$ cat src/rtl/program_sequencer.sv
// MiniRISC program sequencer. It owns the PC and the instruction register, and
// runs the fetch/decode/execute/interrupt/break state machine. It also holds an
// on-chip circular return-address stack and arbitrates N prioritised IRQ lines.
// Build option PROG_SEQ_VECTORED_INT_EN: when defined, channel n enters at
// INT_BASE + 2*n. When undefined, every channel enters at INT_BASE and the ISR
// reads int_id to find the channel.
module program_sequencer #(
    parameter int PC_W       = 8,
    parameter int IR_W       = 16,
    parameter int RAS_DEPTH  = 8,
    parameter int N_IRQ      = 4,
    parameter int RST_VECTOR = 0,
    parameter int INT_BASE   = 1,
    localparam int ID_W      = (N_IRQ > 1) ? $clog2(N_IRQ) : 1
) (
    input  logic              clk,
    input  logic              rst,
    output logic [PC_W-1:0]   prg_mem_addr,
    output logic              prg_mem_rd,
    input  logic              prg_mem_valid,
    input  logic [IR_W-1:0]   prg_mem_din,
    output logic [IR_W-1:0]   ir,
    output logic              decode,
    input  logic              exec_done,
    input  logic              ex_jump,
    input  logic              ex_call,
    input  logic              ex_ret_sub,
    input  logic              ex_ret_int,
    input  logic [PC_W-1:0]   jump_addr,
    input  logic              ie_set,
    input  logic              ie_clr,
    input  logic [3:0]        flags_in,
    output logic [3:0]        flags_out,
    output logic              flags_wr,
    input  logic [N_IRQ-1:0]  irq,
    output logic              int_ack,
    output logic [ID_W-1:0]   int_id,
    output logic              flag_ie,
    output logic              ras_ovf,
    output logic              ras_unf,
    input  logic              dbg_break,
    input  logic              dbg_continue,
    input  logic              dbg_pc_wr,
    input  logic [PC_W-1:0]   dbg_data_in,
    output logic              dbg_is_brk
);

    // Stack entry layout: {pc, flags[3:0], ie}
    localparam int E_W   = PC_W + 5;
    localparam int PTR_W = $clog2(RAS_DEPTH);
    localparam int CNT_W = PTR_W + 1;
    localparam logic [PC_W-1:0]  RST_PC   = PC_W'(RST_VECTOR);
    localparam logic [PC_W-1:0]  INT_PC   = PC_W'(INT_BASE);
    localparam logic [CNT_W-1:0] RAS_FULL = CNT_W'(RAS_DEPTH);

    typedef enum logic [2:0] {
        S_FETCH,
        S_DECODE,
        S_EXEC,
        S_INT,
        S_BREAK
    } state_t;

    state_t state;
    state_t next_state;

    logic [PC_W-1:0]  pc;
    logic [E_W-1:0]   ras_mem [RAS_DEPTH];
    logic [PTR_W-1:0] ras_ptr;
    logic [PTR_W-1:0] ras_top;
    logic [CNT_W-1:0] ras_cnt;
    logic [ID_W-1:0]  irq_sel;
    logic [ID_W-1:0]  irq_win;
    logic             irq_any;
    logic             irq_take;
    logic             op_done;
    logic             take_jump;
    logic             take_call;
    logic             take_ret_sub;
    logic             take_ret_int;
    logic             do_push;
    logic             do_pop;
    logic [E_W-1:0]   push_entry;
    logic [E_W-1:0]   pop_entry;
    logic [PC_W-1:0]  int_vector;

    assign prg_mem_addr = pc;

`ifdef PROG_SEQ_VECTORED_INT_EN
    assign int_vector = INT_PC + (PC_W'(irq_sel) << 1);
`else
    assign int_vector = INT_PC;
`endif

    // Pick the lowest-index active request as the interrupt winner
    always_comb begin
        irq_win = '0;
        irq_any = 1'b0;
        for (int i = N_IRQ - 1; i >= 0; i--) begin
            if (irq[i]) begin
                irq_win = ID_W'(i);
                irq_any = 1'b1;
            end
        end
    end

    // Resolve the control op by priority and drive the stack push/pop requests
    always_comb begin
        op_done      = (state == S_EXEC) && exec_done;
        take_jump    = op_done && ex_jump;
        take_call    = op_done && !ex_jump && ex_call;
        take_ret_sub = op_done && !ex_jump && !ex_call && ex_ret_sub;
        take_ret_int = op_done && !ex_jump && !ex_call && !ex_ret_sub && ex_ret_int;
        irq_take     = flag_ie && irq_any;
        do_push      = take_call || (state == S_INT);
        do_pop       = take_ret_sub || take_ret_int;
        push_entry   = (state == S_INT) ? {pc, flags_in, flag_ie} : {pc, 4'b0000, flag_ie};
        ras_top      = ras_ptr - PTR_W'(1);
        pop_entry    = (ras_cnt == '0) ? {RST_PC, 4'b0000, 1'b0} : ras_mem[ras_top];
    end

    // Next-state and state-decoded outputs; an interrupt beats a break request
    always_comb begin
        next_state = state;
        prg_mem_rd = 1'b0;
        dbg_is_brk = 1'b0;
        case (state)
            S_FETCH: begin
                prg_mem_rd = 1'b1;
                if (prg_mem_valid) next_state = S_DECODE;
            end
            S_DECODE: next_state = S_EXEC;
            S_EXEC: begin
                if (exec_done) begin
                    if (irq_take)       next_state = S_INT;
                    else if (dbg_break) next_state = S_BREAK;
                    else                next_state = S_FETCH;
                end
            end
            S_INT: next_state = S_FETCH;
            S_BREAK: begin
                dbg_is_brk = 1'b1;
                if (dbg_continue) next_state = S_FETCH;
            end
            default: next_state = S_FETCH;
        endcase
    end

    // State register
    always_ff @(posedge clk or negedge rst) begin
        if (!rst) state <= S_FETCH;
        else      state <= next_state;
    end

    // PC, IR, interrupt-enable and the registered single-cycle pulses
    always_ff @(posedge clk or negedge rst) begin
        if (!rst) begin
            pc        <= RST_PC;
            ir        <= '0;
            decode    <= 1'b0;
            flags_out <= 4'b0000;
            flags_wr  <= 1'b0;
            int_ack   <= 1'b0;
            int_id    <= '0;
            irq_sel   <= '0;
            flag_ie   <= 1'b0;
        end else begin
            decode   <= 1'b0;
            flags_wr <= 1'b0;
            int_ack  <= 1'b0;
            case (state)
                S_FETCH: begin
                    if (prg_mem_valid) begin
                        ir     <= prg_mem_din;
                        pc     <= pc + PC_W'(1);
                        decode <= 1'b1;
                    end
                end
                S_EXEC: begin
                    if (exec_done) begin
                        if (take_jump || take_call) pc <= jump_addr;
                        else if (do_pop)            pc <= pop_entry[E_W-1:5];
                        if (take_ret_int) begin
                            flags_out <= pop_entry[4:1];
                            flags_wr  <= 1'b1;
                        end
                        if (ie_clr)            flag_ie <= 1'b0;
                        else if (ie_set)       flag_ie <= 1'b1;
                        else if (take_ret_int) flag_ie <= pop_entry[0];
                        if (irq_take) irq_sel <= irq_win;
                    end
                end
                S_INT: begin
                    pc      <= int_vector;
                    flag_ie <= 1'b0;
                    int_ack <= 1'b1;
                    int_id  <= irq_sel;
                end
                S_BREAK: begin
                    if (dbg_pc_wr) pc <= dbg_data_in;
                end
                default: ;
            endcase
        end
    end

    // Circular return-address stack; overflow drops the oldest entry, underflow
    // hands back the reset vector, and both error flags stay set until reset
    always_ff @(posedge clk or negedge rst) begin
        if (!rst) begin
            for (int i = 0; i < RAS_DEPTH; i++) ras_mem[i] <= '0;
            ras_ptr <= '0;
            ras_cnt <= '0;
            ras_ovf <= 1'b0;
            ras_unf <= 1'b0;
        end else if (do_push) begin
            ras_mem[ras_ptr] <= push_entry;
            ras_ptr          <= ras_ptr + PTR_W'(1);
            if (ras_cnt == RAS_FULL) ras_ovf <= 1'b1;
            else                     ras_cnt <= ras_cnt + CNT_W'(1);
        end else if (do_pop) begin
            if (ras_cnt == '0) begin
                ras_unf <= 1'b1;
            end else begin
                ras_ptr <= ras_top;
                ras_cnt <= ras_cnt - CNT_W'(1);
            end
        end
    end

endmodule

$ cat config.mk
export PLATFORM = sky130hd
export DESIGN_NAME = program_sequencer
export DESIGN_NICKNAME = d
export VERILOG_FILES = /design/src/rtl/program_sequencer.sv
export SDC_FILE = /design/constraint.sdc
export NUM_CORES = 1
export LEC_CHECK = 0
export CAP_MARGIN = 10
export CORE_UTILIZATION = 56
export CTS_CLUSTER_DIAMETER = 200
export CTS_CLUSTER_SIZE = 20
export DETAILED_ROUTE_END_ITERATION = 8
export PLACE_DENSITY = 0.8
export SLEW_MARGIN = 5
export SYNTH_ARGS = -nofsm -noshare
export SYNTH_HDL_FRONTEND = slang
export SYNTH_SLANG_ARGS = --single-unit
$ cat constraint.sdc
create_clock -name clk -period 3.3 [get_ports clk]
set_input_delay 0.66 -clock clk [delete_from_list [all_inputs] [get_ports clk]]
set_output_delay 0.66 -clock clk [all_outputs]
set_load 0.02 [all_outputs]
==> Word level (Yosys, flattened, before mapping) <==
Cells that the tools add are included.
{ "totals": {"input_bits": 53, "reg_bits": 152, "out_inout_bits": 38} }
{ "op_classes": {"order_cmp": 3, "n_addsub": 5, "n_reduce_logical": 31, "bitwise": 3, "eq_ne": 13, "muxes": 48} }
{ "ops": {"columns": ["operator", "n"], "rows": [
  ["bitwise mux 104 bit", 1],
  ["2-to-1 mux 13 bit", 4],
  ["2-to-1 mux 8 bit", 5],
  ["binary-select mux 13 bit (select 3 bit)", 1],
  ["demux 13 bit (select 3 bit)", 1],
  ["case mux 8 bit (4 select lines)", 1],
  ["2-to-1 mux 3 bit", 8],
  ["AND reduction 3 bit", 6],
  ["2-to-1 mux 1 bit", 16],
  ["2-to-1 mux 4 bit", 4],
  ["inequality test 2 bit (second input constant)", 6],
  ["case mux 3 bit (4 select lines)", 1],
  ["logical AND 1 bit", 10],
  ["adder 8 x 1 -> 8 bit (second input constant)", 1],
  [">= comparator 4 bit (second input constant)", 2],
  ["2-to-1 mux 2 bit", 4],
  ["NOT 3 -> 4 bit", 2],
  ["equality test 3 x 2 -> 1 bit (second input constant)", 2],
  ["AND reduction 2 bit", 3],
  ["2-to-1 mux 5 bit", 1],
  ["AND reduction 5 bit", 1],
  ["adder 4 x 1 -> 4 bit (second input constant)", 1],
  ["equality test 4 bit (second input constant)", 1],
  ["logical NOT 4 bit", 1],
  ["15 further kinds", 20]
]} }

==> Depth between registers and ports, before layout <==
Gate-level depths: netlist (run 1).
{ "logic_depth": {"word_depth": 11, "mapped_depth": 10, "ltp_nobuf": 9} }

==> Least setup slack after synthesis (run 1) <==
OpenSTA, ideal clock, no wires.
{ "synth_timing": {"kind": "register to register", "startpoint": "register ras_ptr[0]", "endpoint": "register pc[5] (netlist: prg_mem_addr[5])", "synth_period_minus_slack_ns": 2.549, "arrival_ns": 2.423, "t_required_ns": 3.174, "path_buffers": 2, "stages_incl_launch_ff": 10, "setup_time_ns": 0.126, "setup_slack_ns": 0.751, "cell_sequence": "dfrtp_1 > buf_2 > inv_1 > buf_2 > ha_1 > xor2_4 > mux4_2 > mux2i_1 > nor3_1 > a221o_1"} }
{ "synth_via": {"elab_chain_cells": 10} }
{ "synth_rtl": {"columns": ["item", "line", "text"], "rows": [
  ["start, declared", "69", "logic [PTR_W-1:0] ras_ptr;"],
  ["start signal, assigned", "218", "ras_ptr <= ras_ptr + PTR_W'(1);"],
  ["start signal, assigned", "225", "ras_ptr <= ras_top;"],
  ["subtractor 3 x 1 -> 3 bit", "118", "ras_top = ras_ptr - PTR_W'(1);"],
  ["named net ras_top[0]", "70", "logic [PTR_W-1:0] ras_top;"],
  ["NOT 3 -> 4 bit (implied by the code)", "119", "pop_entry = (ras_cnt == '0) ? {RST_PC, 4'b0000, 1'b0} : ras_mem[ras_top];"],
  ["binary-select mux 13 bit (select 3 bit)", "119", null],
  ["2-to-1 mux 13 bit (implied by the code) (2 in a row)", "119", null],
  ["2-to-1 mux 13 bit", "119", null],
  ["2-to-1 mux 8 bit", "182", "else if (do_pop) pc <= pop_entry[E_W-1:5];"],
  ["2-to-1 mux 8 bit", "181", "if (take_jump || take_call) pc <= jump_addr;"],
  ["2-to-1 mux 8 bit", "180", "if (exec_done) begin"],
  ["case mux 8 bit (4 select lines)", "171", "case (state)"],
  ["end signal, assigned", "175", "pc <= pc + PC_W'(1);"],
  ["end signal, assigned", "181", null],
  ["end signal, assigned", "182", null],
  ["end, declared", "67", "logic [PC_W-1:0] pc;"]
]} }
The timed path passes the listed nets, and every way through them passes these cells. The select of a mux whose other input is x is not followed.
A chain may end at the register's enable or synchronous reset.

==> Worst setup path in the final report (run 1) <==
{ "layout_timing": {"startpoint": "register ras_ptr[1]", "endpoint": "register pc[0] (netlist: prg_mem_addr[0])"} }
{ "layout_via": {"elab_chain_cells": 10} }
{ "layout_rtl": {"columns": ["item", "line"], "rows": [
  ["subtractor 3 x 1 -> 3 bit", "118"],
  ["NOT 3 -> 4 bit (implied by the code)", "119"],
  ["binary-select mux 13 bit (select 3 bit)", "119"],
  ["2-to-1 mux 13 bit (implied by the code) (2 in a row)", "119"],
  ["2-to-1 mux 13 bit", "119"],
  ["2-to-1 mux 8 bit", "182"],
  ["2-to-1 mux 8 bit", "181"],
  ["2-to-1 mux 8 bit", "180"],
  ["case mux 8 bit (4 select lines)", "171"]
]} }
No other way between the ends. The select of a mux whose other input is x is not followed.

==> results.yml, run 1 <==
floorplan:
  initial_utilization: 0.5766
  fp.coreArea_um2: 12670
  dieArea_um2: 13510
  row_count: 41
  ios: 91
  die_y_um: 116.2
  die_w_um: 116.2
sta:
  max-slew-margin-rel: 0.4702
  skew_ns: 0.005112
  rsz0062_at_grt: "no"
  fin_setup_tns_ns: 0
  final.min_clock_period_ns: 2.819
  fmaxAchievable_mhz: 354.7
  post-route-period-util: 0.8544
  hold_viol_final: 0
  finalMaxSlewViolations: 0
  setup_viol: 0
  worst_slack_ns: 0.4806
  worst_slew_pin_slew_ns: 0.7881
cts:
  cts_tree: "done"
  clk_pin_slew_worst_paths_ns: 0.06
  ctsHoldBuffers: 0
  ctsResizeCount: 0
  cts_buffer_depth: 2
  htreeDepth: 4
  cts_sinks: 152
  post_cts_buffers: 0
  cts-root-buf: "clkbuf_16"
  worstSkewPairLatency_ns: 0.42
  numCtsBuffers: 17
yosys:
  yosysMostFrequentCell: "dfrtp_1"
  synth_flop_cell: "dfrtp_1"
  synth_top_area_frac: 0.5206
  synthSimpleGateAreaFrac: 0.08700
  synth_nets: 632
  yosys.area_share.adder: 0.01130
  synth.top_cells.by_area: "dfrtp_1 52%, mux2_2 13%, mux4_2 7.4%, nand2_1 3.1%, o21ai_0 2.5%"
  netlist_instances: 573
  ys_ff_latch: 152
  async_reset_ff_frac: 1.000
  synth-compound-area-share: 0.08238
  seq_area_frac_synth: 0.5206
  syn_area_um2: 7306
  muxShareOfSynthArea: 0.2432
  ys_types: 62
  synthXorXnorAreaFrac: 0.01336
  avgSynthCellArea_um2: 12.75
  synth_top_family_by_area: "multiplexers"
  synth_common_cells: "152 x dfrtp_1, 84 x mux2_2, 60 x nand2_1"
  yosysTopAreaCell: "dfrtp_1"
  synth_edf_count: 0
  yosysWarnings: 0
global_route:
  grt.overflow.total: 0
  busiest_layer: "met2"
  use_met3: 0.05812
  grt_usage: 0.2668
  met1_usage: 0.3488
  gr-usage-met2: 0.4383
  grt_max_degree: 86
  grt_pass1_vias: 5165
  antenna_found_initial: 0
  grt_pass1_wl_mm: 26.64
detailed_routing:
  num_vias: 5021
  drt_first_pass_iters: 6
  via_per_inst: 5.970
  drt-initial-drc-count: 464
  antenna_left: 0
  drc: 0
  wirelength_mm: 16.46
  post_drt_wl_per_cell_um: 19.57
placed_design:
  globalplace.congestion: 0.8085
  io_buffers: 90
  pre_cts_slack_ns: 0.3534
  post-dp-hpwl_mm: 10.97
min_path:
  hold_class: "in2async"
layout:
  drive_gt1_frac: 0.2765
  diodes: 0
  nNetsFinal: 715
  syn2layout_area_growth_pct: 21.94
  final_util: 0.7031
setup_path:
  critPathMaxFanout: 14
  cp.arrival_ns: 3.13
  crit_type: "reg2reg"
  cp.required_ns: 3.61
  cp-start-kind: "flop"
  cp-end-kind: "flop"
power:
  ir_worst_vdd_mv: 0.7757
  p_leak_nw: 3.948
  p_per_area_nw_per_um2: 950.5
run_status:
  status: "complete, no violations"
flow_run:
  cap_violations: 0
[stage by stage]
stage          cell area [um2]  cells  hold WS [ns]  total power [mW]
5_1_grt                   8909    841        0.3600             8.929
2_1_floorplan             7306    573        0.3644             5.489
4_1_cts                   8909    841        0.3182             8.503
3_3_place_gp              8319    809        0.4559             6.430
6_report                  8909    841        0.2914             8.467
3_5_place_dp              8319    809        0.4659             6.578
[final timing paths]
kind                             start               to  slack, ns  depth (start not counted)
max                         ras_ptr[1]  prg_mem_addr[0]       0.48                          7
min                                rst       ras_mem[3]       0.29                          1
max reg2reg                 ras_ptr[1]  prg_mem_addr[0]       0.48                          7
min reg2reg                ras_mem[15]      ras_mem[15]       0.48                          2
max in group asynchronous          rst      ras_mem[49]       2.27                          2
min in group clk           ras_mem[15]      ras_mem[15]       0.48                          2
[layout by cell type, fill, tap and decap left out, types with 5 or more instances in the layout]
master,count
clkbuf_16,17
a21oi_1,9
mux2_2,84
nand2_1,60
ha_1,5
dfrtp_1,152
clkbuf_8,5
mux2i_1,17
o21ai_1,7
mux4_2,24
o21ai_0,37
nor3_1,9
clkdlybuf4s50_1,89
o211ai_1,8
buf_4,19
nand3_1,8
nor2_1,17
inv_1,9
mux2_4,8
[power breakdown]
group | internal, mW | total, mW | switching [mW] | leakage (nW)
logic | 1.77 | 3.44 | 1.67 | 1.68
registers | 2.51 | 3.14 | 0.623 | 1.99
clock network | 1.14 | 1.89 | 0.748 | 0.278
[layer usage]
metal	wire length, um	vias to the layer above	part of all wire
li1	-	2245	-
met1	7037	2588	0.43
met2	8181	156	0.50
met3	873	32	0.053
met4	363	0	0.022
met5	0	-	0
[kinds of logic after synthesis]
kind of cell / count (synthesis)
AOI/OAI and AO/OA: 93
buffers and inverters: 57
muxes: 133
DFF: 152
xor gates and xnor gates: 9
and+or+nand+nor: 123
adders and majority gates: 6
[area by class of cell]
class	count	area [um2]
clock buffers	23	498.0
fillers	891	3762
clock inverters	9	91.34
multi-input cells	364	3194
repair buffers	110	1065
flip-flops and latches	152	3804
inverters	11	41.29
well taps	172	215.2
[flip-flops by register name, summed over array words and instances (netlist names), 2 cells and up]
name and count:
state 3, int_id 2, irq_sel 2, ir 16, flags_out 4, prg_mem_addr 8
ras_ptr 3, ras_cnt 4, ras_mem 104
[worst max-delay path: stages, from the launching register on]
cell	delay, ns
dfrtp_1	0.47
inv_2	0.16
ha_1	0.32
xor2_4	0.59
mux4_2	0.61
mux2i_1	0.25
o211ai_1	0.12
a22o_1	0.18
(Power assumes the default switching activity.)
==> run 2: changes to the inputs <==
--- a/config.mk
+++ b/config.mk
@@ -10,6 +10,7 @@
 export CTS_CLUSTER_DIAMETER = 200
 export CTS_CLUSTER_SIZE = 20
 export DETAILED_ROUTE_END_ITERATION = 8
+export GPL_TIMING_DRIVEN = 0
 export PLACE_DENSITY = 0.8
 export SLEW_MARGIN = 5
 export SYNTH_ARGS = -nofsm -noshare
==> results.yml, run 2 (synthesis gave the netlist of run 1 again) <==
global_route:
  use_met3: 0.06591
  grt_pass1_wl_mm: 27.24
  grt_usage: 0.2724
  grt_max_degree: 97
  antenna_found_initial: 1
  grt.overflow.total: 0
  met1_usage: 0.3429
  gr-usage-met2: 0.4576
  grt_pass1_vias: 5304
  busiest_layer: "met2"
setup_path:
  critPathMaxStageDelay_ns: 0.73
  crit_chain: "clkbuf_1 -> nor3b_2 -> clkdlybuf4s50_1"
  cp.arrival_ns: 2.46
  cp-start-kind: "flop"
  cp-startpoint: "state[0]"
  rr_worst_depth: 9
  crit_type: "reg2out"
  critPathMaxFanout: 10
  r2r-start: "ras_ptr[0]"
  cp.required_ns: 2.64
  cp-end-kind: "output pin"
  ff2ff_setup_slack_ns: 0.28
  crit_end: "dbg_is_brk"
  reg2reg_to: "prg_mem_addr[5]"
  cpMaxStageDelayCell: "clkdlybuf4s50_1"
placed_design:
  dp_cells: 836
  place_area_um2: 8451
  globalplace.congestion: 0.7907
  io_buffers: 90
  post-dp-hpwl_mm: 11.85
power:
  p_leak_nw: 4.028
  p_per_area_nw_per_um2: 960.1
  ir_worst_vdd_mv: 0.6022
  p_total_mw: 8.704
sta:
  skew_ns: 0.01073
  worst_slew_pin_slew_ns: 0.8495
  setup_viol: 0
  max-slew-margin-rel: 0.4290
  post-route-period-util: 0.9445
  hold_viol_final: 0
  fin_hold_ws_ns: 0.2022
  final.min_clock_period_ns: 3.117
  fin_setup_tns_ns: 0
  rsz0062_at_grt: "no"
  finalMaxSlewViolations: 0
  fmaxAchievable_mhz: 320.8
layout:
  stdcell_count: 868
  largest_reg_flops: 104
  final_cell_mix: "152 x dfrtp_1, 89 x clkdlybuf4s50_1, 84 x mux2_2"
  drive_gt1_frac: 0.2830
  finalInstanceArea_um2: 9065
  nNetsFinal: 742
  diodes: 0
  regMostFlops: "ras_mem"
  syn2layout_area_growth_pct: 24.08
  final_common_cell: "dfrtp_1"
cts:
  numCtsBuffers: 17
  cts_buffer_depth: 2
  cts-root-buf: "clkbuf_16"
  clk_pin_slew_worst_paths_ns: 0.06
  worstSkewPairLatency_ns: 0.43
  cts_sinks: 152
  htreeDepth: 4
  cts_tree: "done"
floorplan:
  initial_utilization: 0.5766
  ios: 91
  row_count: 41
  dieArea_um2: 13510
  die_w_um: 116.2
  fp.coreArea_um2: 12670
  die_y_um: 116.2
detailed_routing:
  antenna_left: 0
  num_vias: 5175
  wirelength_mm: 16.94
  drt-initial-drc-count: 336
  post_drt_wl_per_cell_um: 19.51
  drt_first_pass_iters: 5
  via_per_inst: 5.962
  drc: 0
flow_run:
  cap_violations: 0
run_status:
  status: "complete, no violations"
min_path:
  hold_class: "in2async"
-- run 2: cell types whose count changed in the layout (fill, tap and decap cells not counted), moves of 4 or more --
cell      delta
buf_2       +15
buf_4        -9
buf_6        +5
clkbuf_1    +13
clkbuf_8     -4
-- run 2: report_power, final --
| part | switching (mW) | leakage, nW | internal [mW] | total [mW] |
|---|---|---|---|---|
| clock network | 0.783 | 0.290 | 1.22 | 2.00 |
| registers | 0.411 | 1.99 | 2.52 | 2.93 |
| logic | 1.92 | 1.75 | 1.86 | 3.77 |
| total | 3.11 | 4.03 | 5.59 | 8.70 |
-- run 2: repair_timing --
| item | 4_1_cts | 5_1_grt |
|---|---|---|
| setup buffers | 0 | 0 |
| hold buffers | 0 | 0 |
| gates resized for setup | 0 | 1 |
| setup endpoints to repair | 0 | 1 |
-- run 2: worst min-delay path by stage --
stage	endpoint	slack (ns)
floorplan	decode	0.36
global placement	ras_unf	0.44
detailed placement	ras_unf	0.45
CTS	ras_mem[15]	0.22
global route	ras_mem[2]	0.24
finish	ras_mem[2]	0.20
-- run 2: layout make-up --
| type | count | area (um2) |
|---|---|---|
| plain buffers | 46 | 267.8 |
| clock buffers | 19 | 442.9 |
| clock inverters | 13 | 170.2 |
| fillers | 880 | 3606 |
| inverters | 11 | 41.29 |
| multi-input cells | 364 | 3194 |
| flip-flops and latches | 152 | 3804 |
| well taps | 172 | 215.2 |
| repair buffers | 91 | 929.6 |
-- run 2: metal layers --
metal	share of wire	wire length [um]
met1	0.41	6913
met2	0.51	8584
met3	0.061	1027
met4	0.024	405
met5	0.00053	9
-- run 2: worst max-delay path, delay by kind of cell, from the launching register on --
| kind | cells | cell delay, ns |
|---|---|---|
| buffers and inverters | 2 | 0.97 |
| AND/OR/NAND/NOR | 1 | 0.64 |
| flip-flops | 1 | 0.42 |
-- run 2: per-stage QoR --
| step | utilization | worst slack (ns) |
|---|---|---|
| 3_3_place_gp | 0.6647 | -4.182 |
| 3_5_place_dp | 0.6669 | 0.1731 |
| 5_1_grt | 0.7154 | 0.03882 |
| 4_1_cts | 0.7153 | 0.1367 |
| 2_1_floorplan | - | 0.7506 |
| 6_report | 0.7154 | 0.1831 |
==> run 3: changes to the inputs <==
--- a/config.mk
+++ b/config.mk
@@ -11,6 +11,7 @@
 export CTS_CLUSTER_SIZE = 20
 export DETAILED_ROUTE_END_ITERATION = 8
 export GPL_TIMING_DRIVEN = 0
+export MAX_ROUTING_LAYER = met4
 export PLACE_DENSITY = 0.8
 export SLEW_MARGIN = 5
 export SYNTH_ARGS = -nofsm -noshare
==> results.yml, run 3 (synthesis gave the netlist of run 1 again) <==
run_status:
  status: "complete, but fails checks"
  violations: "DRC"
setup_path:
  cp-start-kind: "flop"
  crit_type: "reg2out"
  r2r-start: "ras_ptr[0]"
  cpMaxStageDelayCell: "clkdlybuf4s50_1"
  cp-end-kind: "output pin"
  rr_worst_depth: 9
  cp.arrival_ns: 2.46
  reg2reg_to: "prg_mem_addr[5]"
  critPathMaxStageDelay_ns: 0.73
  cp.required_ns: 2.64
  critPathMaxFanout: 10
  ff2ff_setup_slack_ns: 0.26
  crit_chain: "clkbuf_1 -> nor3b_2 -> clkdlybuf4s50_1"
flow_run:
  cap_violations: 0
layout:
  finalInstanceArea_um2: 9067
  final_cell_mix: "152 x dfrtp_1, 89 x clkdlybuf4s50_1, 84 x mux2_2"
  final_common_cell: "dfrtp_1"
  syn2layout_area_growth_pct: 24.11
  largest_reg_flops: 104
  fillers: 879
  nNetsFinal: 742
  stdcell_count: 869
  regMostFlops: "ras_mem"
  final_util: 0.7156
  drive_gt1_frac: 0.2830
power:
  p_leak_nw: 4.028
  p_per_area_nw_per_um2: 960.9
  ir_worst_vdd_mv: 0.6021
  p_total_mw: 8.713
placed_design:
  globalplace.congestion: 0.8019
  io_buffers: 90
  pre_cts_slack_ns: 0.1731
  post-dp-hpwl_mm: 11.85
  dp_cells: 836
  place_area_um2: 8451
global_route:
  grt_pass1_wl_mm: 27.27
  grt_max_degree: 97
  grt_pass1_vias: 5295
  grt.overflow.total: 0
  grt_usage: 0.2813
  antenna_found_initial: 1
floorplan:
  dieArea_um2: 13510
  die_w_um: 116.2
  row_count: 41
  die_y_um: 116.2
  initial_utilization: 0.5766
  ios: 91
  fp.coreArea_um2: 12670
sta:
  final.min_clock_period_ns: 3.119
  rsz0062_at_grt: "no"
  worst_slack_ns: 0.1805
  hold_viol_final: 0
  finalMaxSlewViolations: 0
  fmaxAchievable_mhz: 320.6
  max-slew-margin-rel: 0.4245
  setup_viol: 0
  fin_setup_tns_ns: 0
  skew_ns: 0.009792
  fin_hold_ws_ns: 0.2009
  worst_slew_pin_slew_ns: 0.8562
  post-route-period-util: 0.9453
cts:
  cts_buffer_depth: 2
  cts_tree: "done"
  cts-root-buf: "clkbuf_16"
  numCtsBuffers: 17
  cts_sinks: 152
  worstSkewPairLatency_ns: 0.43
  htreeDepth: 4
  clk_pin_slew_worst_paths_ns: 0.06
  post_cts_buffers: 0
detailed_routing:
  drc: 1
  drt_first_pass_iters: 7
  via_per_inst: 5.924
  drt-initial-drc-count: 368
  num_vias: 5148
  post_drt_wl_per_cell_um: 19.51
  wirelength_mm: 16.95
  antenna_left: 0
min_path:
  hold_class: "in2async"
## run 3: cell types whose count changed in the layout (fill, tap and decap cells not counted), sizes merged
cell	before	now
diode	0	1
## run 3: final cells by class
class                           instances  area, um2  share of cell area
Clock buffer                           19      442.9             0.04885
Tap cell                              172      215.2             0.02373
Sequential cell                       152       3804              0.4195
Clock inverter                         13      170.2             0.01877
Buffer                                 46      267.8             0.02953
Antenna cell                            1      2.502           0.0002760
Timing Repair Buffer                   91      929.6              0.1025
Multi-Input combinational cell        364       3194              0.3523
Inverter                               11      41.29            0.004554
## run 3: worst max-delay path by stage
stage,startpoint,endpoint,cells past startpoint
2_1_floorplan,ras_ptr[0],prg_mem_addr[5],9
3_3_place_gp,rst,ras_mem[34],1
3_5_place_dp,ras_ptr[0],flags_out[1],9
4_1_cts,ras_ptr[0],flags_out[1],9
5_1_grt,state[0],dbg_is_brk,3
6_report,state[0],dbg_is_brk,3
## run 3: report_power, final
| part | switching (mW) | total [mW] | internal [mW] |
|---|---|---|---|
| Sequential | 0.414 | 2.93 | 2.52 |
| Clock | 0.782 | 2.00 | 1.22 |
| Combinational | 1.92 | 3.78 | 1.86 |
## run 3: what timing repair did
action / 4_1_cts / 5_1_grt
gates resized for setup: 0 / 1
setup endpoints to repair: 0 / 1
hold buffers: 0 / 0
## run 3: critical path, delay by kind of cell (launching register included)
| family | cells | cell delay (ns) |
|---|---|---|
| flip-flops | 1 | 0.42 |
| AND/OR/NAND/NOR | 1 | 0.64 |
| buffers and inverters | 2 | 0.97 |
## run 3: routing by layer
layer	up-vias	share of wire	GRT usage
met5	-	0	-
met2	161	0.51	0.4548
met3	28	0.052	0.06954
li1	2303	-	-
met1	2656	0.42	0.3479
met4	0	0.022	0.09402
